<file path="src/rtl/clock_core_multi_alarm.sv">
// 24-hour BCD time-of-day core with N minute-resolution alarms, ring/snooze/stop
// control and a 12/24-hour display view.
module clock_core_multi_alarm #(
  parameter int CLK_FREQ   = 50_000_000,
  parameter int N_ALARM    = 4,
  parameter int RING_SEC   = 60,
  parameter int SNOOZE_MIN = 5,
  parameter int IW         = (N_ALARM > 1) ? $clog2(N_ALARM) : 1
) (
  input  logic          clk,
  input  logic          rst_n,
  input  logic          set_valid,
  input  logic [23:0]   set_time,
  output logic          set_err,
  input  logic          alm_wr,
  input  logic [IW-1:0] alm_idx,
  input  logic          alm_en,
  input  logic [15:0]   alm_time,
  input  logic          snooze,
  input  logic          stop,
  input  logic          mode_12h,
  output logic [23:0]   time_bcd,
  output logic [23:0]   disp_bcd,
  output logic          pm,
  output logic          sec_tick,
  output logic          ring,
  output logic [IW-1:0] ring_idx
);

  localparam int PW        = (CLK_FREQ > 1) ? $clog2(CLK_FREQ) : 1;
  localparam int SNZ_TICKS = SNOOZE_MIN * 60;
  localparam int RW        = $clog2(RING_SEC + 1);
  localparam int SW        = $clog2(SNZ_TICKS + 1);

  typedef enum logic [1:0] {S_IDLE, S_RING, S_SNOOZE} state_t;

  logic [PW-1:0] presc_q, presc_d;
  logic [23:0]   time_q, time_d;
  logic          sec_tick_q, set_err_q;
  logic          tick, tick_eff, set_ok;

  function automatic logic [23:0] bcd_inc(input logic [23:0] t);
    logic [3:0] hs, hg, ms, mg, ss, sg;
    {hs, hg, ms, mg, ss, sg} = t;
    if (sg != 4'd9) sg = sg + 4'd1;
    else begin
      sg = 4'd0;
      if (ss != 4'd5) ss = ss + 4'd1;
      else begin
        ss = 4'd0;
        if (mg != 4'd9) mg = mg + 4'd1;
        else begin
          mg = 4'd0;
          if (ms != 4'd5) ms = ms + 4'd1;
          else begin
            ms = 4'd0;
            if (hs == 4'd2 && hg == 4'd3) begin
              hs = 4'd0;
              hg = 4'd0;
            end else if (hg == 4'd9) begin
              hg = 4'd0;
              hs = hs + 4'd1;
            end else hg = hg + 4'd1;
          end
        end
      end
    end
    return {hs, hg, ms, mg, ss, sg};
  endfunction

  assign tick     = (presc_q == PW'(CLK_FREQ - 1));
  // A set request swallows a coincident tick: no increment, no sec_tick, no alarm count.
  assign tick_eff = tick & ~set_valid;
  assign set_ok   = (set_time[11:8] <= 4'd9) && (set_time[3:0] <= 4'd9) &&
                    (set_time[15:12] <= 4'd5) && (set_time[7:4] <= 4'd5) &&
                    ((set_time[23:20] < 4'd2 && set_time[19:16] <= 4'd9) ||
                     (set_time[23:20] == 4'd2 && set_time[19:16] <= 4'd3));

  always_comb begin
    presc_d = tick ? '0 : presc_q + PW'(1);
    time_d  = time_q;
    if (set_valid) begin
      if (set_ok) begin
        time_d  = set_time;
        presc_d = '0;
      end
    end else if (tick) begin
      time_d = bcd_inc(time_q);
    end
  end

  always_ff @(posedge clk or negedge rst_n) begin
    if (!rst_n) begin
      presc_q    <= '0;
      time_q     <= '0;
      sec_tick_q <= 1'b0;
      set_err_q  <= 1'b0;
    end else begin
      presc_q    <= presc_d;
      time_q     <= time_d;
      sec_tick_q <= tick_eff;
      set_err_q  <= set_valid & ~set_ok;
    end
  end

  logic        alm_en_q   [N_ALARM];
  logic [15:0] alm_time_q [N_ALARM];

  genvar gi;
  generate
    for (gi = 0; gi < N_ALARM; gi++) begin : g_slot
      always_ff @(posedge clk or negedge rst_n) begin
        if (!rst_n) begin
          alm_en_q[gi]   <= 1'b0;
          alm_time_q[gi] <= '0;
        end else if (alm_wr && alm_idx == IW'(gi)) begin
          alm_en_q[gi]   <= alm_en;
          alm_time_q[gi] <= alm_time;
        end
      end
    end
  endgenerate

  // sec_tick_q doubles as "time just advanced by a tick", so loads never match.
  logic          match;
  logic [IW-1:0] match_idx;
  always_comb begin
    match     = 1'b0;
    match_idx = '0;
    for (int i = N_ALARM - 1; i >= 0; i--) begin
      if (alm_en_q[i] && alm_time_q[i] == time_q[23:8]) begin
        match     = 1'b1;
        match_idx = IW'(i);
      end
    end
    match = match & sec_tick_q & (time_q[7:0] == 8'h00);
  end

  state_t        state_q;
  logic          ring_q;
  logic [IW-1:0] ring_idx_q;
  logic [RW-1:0] ring_cnt_q;
  logic [SW-1:0] snz_cnt_q;
  logic          kill;

  assign kill = alm_wr & ~alm_en & (alm_idx == ring_idx_q);

  always_ff @(posedge clk or negedge rst_n) begin
    if (!rst_n) begin
      state_q    <= S_IDLE;
      ring_q     <= 1'b0;
      ring_idx_q <= '0;
      ring_cnt_q <= '0;
      snz_cnt_q  <= '0;
    end else begin
      case (state_q)
        S_IDLE: begin
          if (match) begin
            state_q    <= S_RING;
            ring_q     <= 1'b1;
            ring_idx_q <= match_idx;
            ring_cnt_q <= '0;
          end
        end
        S_RING: begin
          if (stop || kill) begin
            state_q <= S_IDLE;
            ring_q  <= 1'b0;
          end else if (snooze) begin
            state_q   <= S_SNOOZE;
            ring_q    <= 1'b0;
            snz_cnt_q <= '0;
          end else if (tick_eff) begin
            if (ring_cnt_q == RW'(RING_SEC - 1)) begin
              state_q <= S_IDLE;
              ring_q  <= 1'b0;
            end else ring_cnt_q <= ring_cnt_q + RW'(1);
          end
        end
        S_SNOOZE: begin
          if (stop || kill) begin
            state_q <= S_IDLE;
          end else if (tick_eff) begin
            if (snz_cnt_q == SW'(SNZ_TICKS - 1)) begin
              state_q    <= S_RING;
              ring_q     <= 1'b1;
              ring_cnt_q <= '0;
            end else snz_cnt_q <= snz_cnt_q + SW'(1);
          end
        end
        default: begin
          state_q <= S_IDLE;
          ring_q  <= 1'b0;
        end
      endcase
    end
  end

  // 12-hour view: 00 -> 12 AM, 12 -> 12 PM, 13..23 -> 1..11 PM.
  logic [4:0] h_bin, h12;
  logic [3:0] h12_shi, h12_ge;
  always_comb begin
    h_bin = 5'(time_q[23:20]) * 5'd10 + 5'(time_q[19:16]);
    if (h_bin == 5'd0)       h12 = 5'd12;
    else if (h_bin > 5'd12)  h12 = h_bin - 5'd12;
    else                     h12 = h_bin;
    h12_shi = (h12 >= 5'd10) ? 4'd1 : 4'd0;
    h12_ge  = (h12 >= 5'd10) ? 4'(h12 - 5'd10) : 4'(h12);
  end

  assign disp_bcd = mode_12h ? {h12_shi, h12_ge, time_q[15:0]} : time_q;
  assign pm       = mode_12h & (h_bin >= 5'd12);
  assign time_bcd = time_q;
  assign sec_tick = sec_tick_q;
  assign set_err  = set_err_q;
  assign ring     = ring_q;
  assign ring_idx = ring_idx_q;

endmodule
</file>
<file path="config.mk">
export PLATFORM = sky130hd
export DESIGN_NAME = clock_core_multi_alarm
export DESIGN_NICKNAME = d
export VERILOG_FILES = /design/src/rtl/clock_core_multi_alarm.sv
export SDC_FILE = /design/constraint.sdc
export NUM_CORES = 1
export LEC_CHECK = 0
export ABC_AREA = 1
export BUFFER_PORTS_ARGS = -buffer_cell sky130_fd_sc_hd__buf_4
export CAP_MARGIN = 20
export CORE_UTILIZATION = 53
export CTS_CLUSTER_SIZE = 14
export DETAILED_ROUTE_END_ITERATION = 8
export PLACE_DENSITY = 0.75
export SLEW_MARGIN = 40
export SYNTH_ARGS = -nofsm -noshare
export SYNTH_HDL_FRONTEND = slang
export SYNTH_SLANG_ARGS = --single-unit
</file>
<file path="constraint.sdc">
create_clock -name clk -period 2.8 [get_ports clk]
set_input_delay 0.14 -clock clk [delete_from_list [all_inputs] [get_ports clk]]
set_output_delay 0.14 -clock clk [all_outputs]
set_load 0.01 [all_outputs]
</file>
**Yosys cells after proc, flatten, opt, wreduce, memory -nomap -nowiden**

Index checks and enable logic that the tools add are counted.

- Flip-flop bits (word level): 140
- Input bits: 50
- Output and inout bits: 54
- Logic and storage cells: 205

- Add/subtract/negate cells: 12
- Multipliers: 1
- Magnitude comparators: 10
- Equality and inequality tests: 40
- Muxes and demuxes: 74
- Bitwise logic cells: 10
- Reductions and logical operators: 36

Operators with widths:

| cell | number |
|---|---|
| 2-to-1 mux 24 bit | 4 |
| 2-to-1 mux 4 bit | 23 |
| 2-to-1 mux 26 bit | 3 |
| == test 16 bit | 4 |
| 2-to-1 mux 6 bit | 8 |
| 2-to-1 mux 9 bit | 5 |
| != test 2 bit, second input constant | 14 |
| adder 26 x 1 -> 26 bit, second input constant | 1 |
| == test 26 bit, second input constant | 1 |
| adder 4 x 1 -> 4 bit, second input constant | 6 |
| 2-to-1 mux 2 bit | 12 |
| case mux 6 bit (3 select lines) | 1 |
| case mux 9 bit (2 select lines) | 1 |
| AND reduction 6 bit | 3 |
| != test 4 bit, second input constant | 4 |
| logical AND 1 bit | 15 |
| 2-to-1 mux 1 bit | 13 |
| == test 4 x 2 -> 1 bit, second input constant | 3 |
| less-or-equal comparator 4 bit, second input constant | 3 |
| >= comparator 5 x 4 -> 1 bit, second input constant | 2 |
| 2-to-1 mux 5 bit | 2 |
| AND reduction 5 bit | 2 |
| adder 9 x 1 -> 9 bit, second input constant | 1 |
| == test 9 bit, second input constant | 1 |
| 32 further kinds | 51 |

**Logic depth before layout (Yosys ltp)**

- Word-level depth: 10
- Gate-level depth with buffers: 18
- Gate-level depth less buffers: 18

**Worst setup path before layout**

OpenSTA, ideal clock, no wires.

- Path kind: reg2out
- Start point: register time_q[17] (netlist: time_bcd[17])
- End point: output port disp_bcd[17]
- Data arrival time: 2744 ps
- Data required time: 2660 ps
- Setup slack: -84 ps
- Cell stages (with the launch flop): 18
- Path buffers: 0
- Path through: dfrtp_1 ha_1 fa_1 xnor2_1 inv_1 ha_1 inv_1 nor2_1 o211ai_1 nand2_1 nor2_1 ha_1 inv_1 nand2_1 nand3_1 nand2_1 nand2_1 o21ai_0

- Word-level cells in the longest chain between the ends: 7
- Elaborated cells on any way between the ends: 10
- Those cells by class: add/sub (3); order compare (2); mux (4); reduce/logical (1)

RTL lines:

| element | line | text |
|---|---|---|
| from (decl) | 38 | `logic [23:0] time_q, time_d;` |
| from (signal assigned) | 100 | `time_q <= time_d;` |
| adder 5 x 4 -> 5 bit | 203 | `h_bin = 5'(time_q[23:20]) * 5'd10 + 5'(time_q[19:16]);` |
| subtractor 5 x 4 -> 5 bit or > comparator 5 x 4 -> 1 bit (tied branches) | 205 | `else if (h_bin > 5'd12) h12 = h_bin - 5'd12;` |
| 2-to-1 mux 5 bit | 205 |  |
| 2-to-1 mux 5 bit | 204 | `if (h_bin == 5'd0) h12 = 5'd12;` |
| subtractor 4 bit or >= comparator 5 x 4 -> 1 bit (tied branches) | 208 | `h12_ge = (h12 >= 5'd10) ? 4'(h12 - 5'd10) : 4'(h12);` |
| 2-to-1 mux 4 bit | 208 |  |
| 2-to-1 mux 24 bit * | 211 | `assign disp_bcd = mode_12h ? {h12_shi, h12_ge, time_q[15:0]} : time_q;` |
| to (decl) | 23 | `output logic [23:0] disp_bcd,` |

Every way passes the cells marked *; elsewhere a longest branch is shown, timed or not.

**Worst setup path after layout**

- Start point: register time_q[20] (netlist: time_bcd[20])
- End point: output port disp_bcd[18]

- Word-level cells in the longest chain between the ends: 8
- Elaborated cells on any way between the ends: 11
- Those cells by class: add/sub (3); mul (1); order compare (2); mux (4); reduce/logical (1)

RTL lines:

| element | line |
|---|---|
| multiplier 4 x 3 -> 4 bit * | 203 |
| adder 5 x 4 -> 5 bit * | 203 |
| subtractor 5 x 4 -> 5 bit or > comparator 5 x 4 -> 1 bit (tied branches) | 205 |
| 2-to-1 mux 5 bit | 205 |
| 2-to-1 mux 5 bit * | 204 |
| subtractor 4 bit or >= comparator 5 x 4 -> 1 bit (tied branches) | 208 |
| 2-to-1 mux 4 bit * | 208 |
| 2-to-1 mux 24 bit * | 211 |

Marked as above.

==> qor.yml <==
worst_ep_required_time_ns: 2.66
synth_nets: 1167
maxSlewHeadroom: 0.546
hp-class: "input pin to flip-flop"
drtPass1Iterations: 5
nFillCells: 1276
pre_cts_ws_ns: -0.214
worst_pin_slew_ns: 0.681
drc: 0
setup_viol: 4
violations: "negative setup slack"
max_freq_mhz: 314
port_buffers: 103
nets: 1274
dpl.hpwl_mm: 14.8
synthCells: 1102
tns_ns: -1.44
viasPerCell: 5.39
grt_max_degree: 72
swShare: 0.379
coreArea_sq_um: 15300
cts.sinks: 140
path_clk_slew_ns: 0.06
multi_input_area_sq_um: 4120
synth_seq_area_share: 0.420
power_frac_comb: 0.449
status: "finished, violations left"
clk_latency_ns: 0.43
grt_first_pass_wirelength_mm: 34.8
synth_compound_area_frac: 0.130
rsz0062_at_grt: "yes"
crit_fanout: 4
synth_top_family_by_area: "simple AND/OR/NAND/NOR gates"
finClkSkew_ns: 0.0108
postRouteWirelength_mm: 21.2
placedCellCount: 1390
drv_cap: 0
drt-wirelength-per-cell_um: 14.8
ir_drop_mv: 0.789
ant_nets: 0
grt_antenna_before_repair: 0
fin_ws_ns: -0.382
track_usage: 0.273
overflow: 0
diodes: 0
io_pins: 104
place.gp.congestion: 0.927
leakage_uw: 0.00484
fin_cells: 1432
synth_xor_area_frac: 0.0483
drt_iter0_markers: 585
crit_arrival_ns: 3.04
path_cells: "ha_4, fa_2, inv_1, ha_1, inv_1, nor2_1, nand2_1, inv_1, nor2_2, ha_2, inv_2, nand2_2, nand3_2, nand2_1, nand3_1, nand2_1, buf_6"
p_int_uw: 6060
clkPwrFrac: 0.263
dieWidth_um: 127
syn2layout_area_growth_pct: 20.9
cts_root_buf: "clkbuf_16"
fin_crit_sh: 1.14
drive_above_1_share: 0.183
clk_path_buf_depth: 2
synth-simple-area-share: 0.281
finalMaxSlewViolations: 0
ys.warnings.count: 0
ys_seq_elements: 140
rows: 45
worst-path-buf-inv: 5
vias: 7714
cts_tree: "built"
cp_top_family: "adder cells"
seqCellArea_sq_um: 3510
cts_buffers: 17
max_stage_delay_ns: 0.57
synth.mux.area_fraction: 0.00120
netlist_area_sq_um: 8340
worstSetupEndpointType: "output port"
crit_slowest_cell: "fa_2"
avgSynthCellArea_sq_um: 7.57
p_sw_uw: 3700
fin_crit_ns: 3.18
first_global_vias: 7078
hold_viol_final: 0
critPathKind: "flip-flop to output port"
die_y_um: 127
start_util: 0.547
seqPwrFrac: 0.288
cts-htree-levels: 4
cp-start-kind: "flip-flop"
p_per_area_nw_per_um2: 967
synth.distinct_cells: 48
dieArea_sq_um: 16200
synthAdderAreaFrac: 0.0234
final_util: 0.661
[layer usage]
| layer | share of wire | GRT usage | up-vias | wire, um |
|---|---|---|---|---|
| met5 | 0 | 0 | - | 0 |
| met2 | 0.45 | 0.422 | 300 | 9580 |
| met4 | 0.014 | 0.0791 | 0 | 300 |
| met1 | 0.47 | 0.390 | 3592 | 10000 |
| met3 | 0.061 | 0.0540 | 27 | 1280 |
| li1 | - | - | 3795 | - |
[stage by stage]
stage          hold WS [ns]  power [uW]  instance area [sq um]
2_1_floorplan        -0.156        5440                   8360
3_3_place_gp          0.197        6590                   9250
3_5_place_dp          0.201        6720                   9250
4_1_cts             0.00651        9700                  10100
5_1_grt              0.0198       10400                  10100
6_report             0.0104        9750                  10100
[synthesized netlist by cell type (all sizes together)]
library cell    n  share of area
nor3b           4         0.0036
nor2          117          0.056
clkbuf         23          0.016
a31oi           4         0.0030
mux2i           1         0.0012
fa              1         0.0024
a21o            1        0.00090
nand3          64          0.039
nor4            7         0.0067
o211ai          8         0.0072
o21ai         146          0.092
or2            14          0.010
o31ai           4         0.0036
a31o            1         0.0010
a32oi           2         0.0021
o22ai           2         0.0015
buf            29          0.025
dfrtp         140           0.42
inv           119          0.054
xor2           23          0.024
nand3b          2         0.0018
a22oi           1        0.00090
clkinv          2        0.00090
nor3           23          0.018
o21a            3         0.0027
nand2         272           0.12
a21oi          22          0.014
nand4          29          0.022
xnor2          23          0.024
o2bb2ai         1         0.0010
ha             14          0.021
[worst paths after layout]
check | start | to | slack [ns] | cells past startpoint
max reg2reg | time_bcd[21] | ring_cnt_q[5] | 0.25 | 12
min | set_time[0] | time_bcd[0] | 0.01 | 3
max in group asynchronous | rst_n | alm_time_q[7] | 1.68 | 3
min reg2reg | presc_q[0] | presc_q[0] | 0.46 | 1
min in group asynchronous | rst_n | time_bcd[18] | 0.32 | 2
max | time_bcd[20] | disp_bcd[18] | -0.38 | 17
[registers in the layout, indices dropped and copies added, names as in the netlist]
signal / flops
alm_time_q: 64
presc_q: 26
time_bcd: 24
snz_cnt_q: 9
ring_cnt_q: 6
alm_en_q: 4
ring_idx: 2
state_q: 2
ring: 1
sec_tick: 1
set_err: 1
[what timing repair did]
| action | in CTS | in global routing |
|---|---|---|
| hold endpoints to repair | 73 | 0 |
| setup endpoints to repair | 4 | 4 |
| setup buffers | 5 | 0 |
| gates resized for setup | 18 | 2 |
| hold buffers | 6 | 0 |
| pin swaps | 13 | 8 |
[final cells by class]
type | instances | area share
clock buffer | 17 | 0.0422
clock inverter | 14 | 0.0242
inverter | 121 | 0.0450
multi-input combinational | 789 | 0.408
sequential | 140 | 0.347
tap | 211 | 0.0262
timing repair buffer | 140 | 0.107
[cell usage in the layout (no fill, tap or decap), drive strengths merged, types with 6 or more instances in the layout]
cell,netlist,routed
a21oi,22,22
nor4,7,7
bufinv,0,6
o211ai,8,8
clkinv,2,7
nand2,272,272
dfrtp,140,140
or2,14,14
nand3,64,64
buf,29,134
clkbuf,23,17
nor2,117,117
nor3,23,23
xnor2,23,23
ha,14,14
inv,119,120
xor2,23,23
o21ai,146,146
dlygate4sd3,0,6
nand4,29,29
[worst register-to-register path, cell delays in order (launching register included)]
cell and delay [ns]:
dfrtp_1 0.40, buf_4 0.18, inv_1 0.32, o21ai_0 0.13
nand3b_1 0.17, nor2_1 0.19, nand3_1 0.16, nand2_1 0.10
o21ai_1 0.08, nand2_1 0.15, nand2_1 0.31, nand2_1 0.19
o21ai_2 0.06
[kinds of logic after synthesis]
| kind of cell | count (synthesis) |
|---|---|
| and+or+nand+nor | 532 |
| AOI/OAI and AO/OA | 195 |
| buffers and inverters | 173 |
| DFF | 140 |
| xor gates and xnor gates | 46 |
| adders and majority gates | 15 |
| muxes | 1 |
[power by group through the flow]
| stage | Combinational [uW] | Clock (uW) | Sequential [uW] |
|---|---|---|---|
| floorplan | 2670 | 0 | 2770 |
| global placement | 3790 | 0 | 2800 |
| detailed placement | 3900 | 0 | 2820 |
| CTS | 4310 | 2590 | 2800 |
| global route | 4890 | 2680 | 2860 |
| finish | 4380 | 2570 | 2810 |
Note: power is estimated with default switching activity, not from simulation.
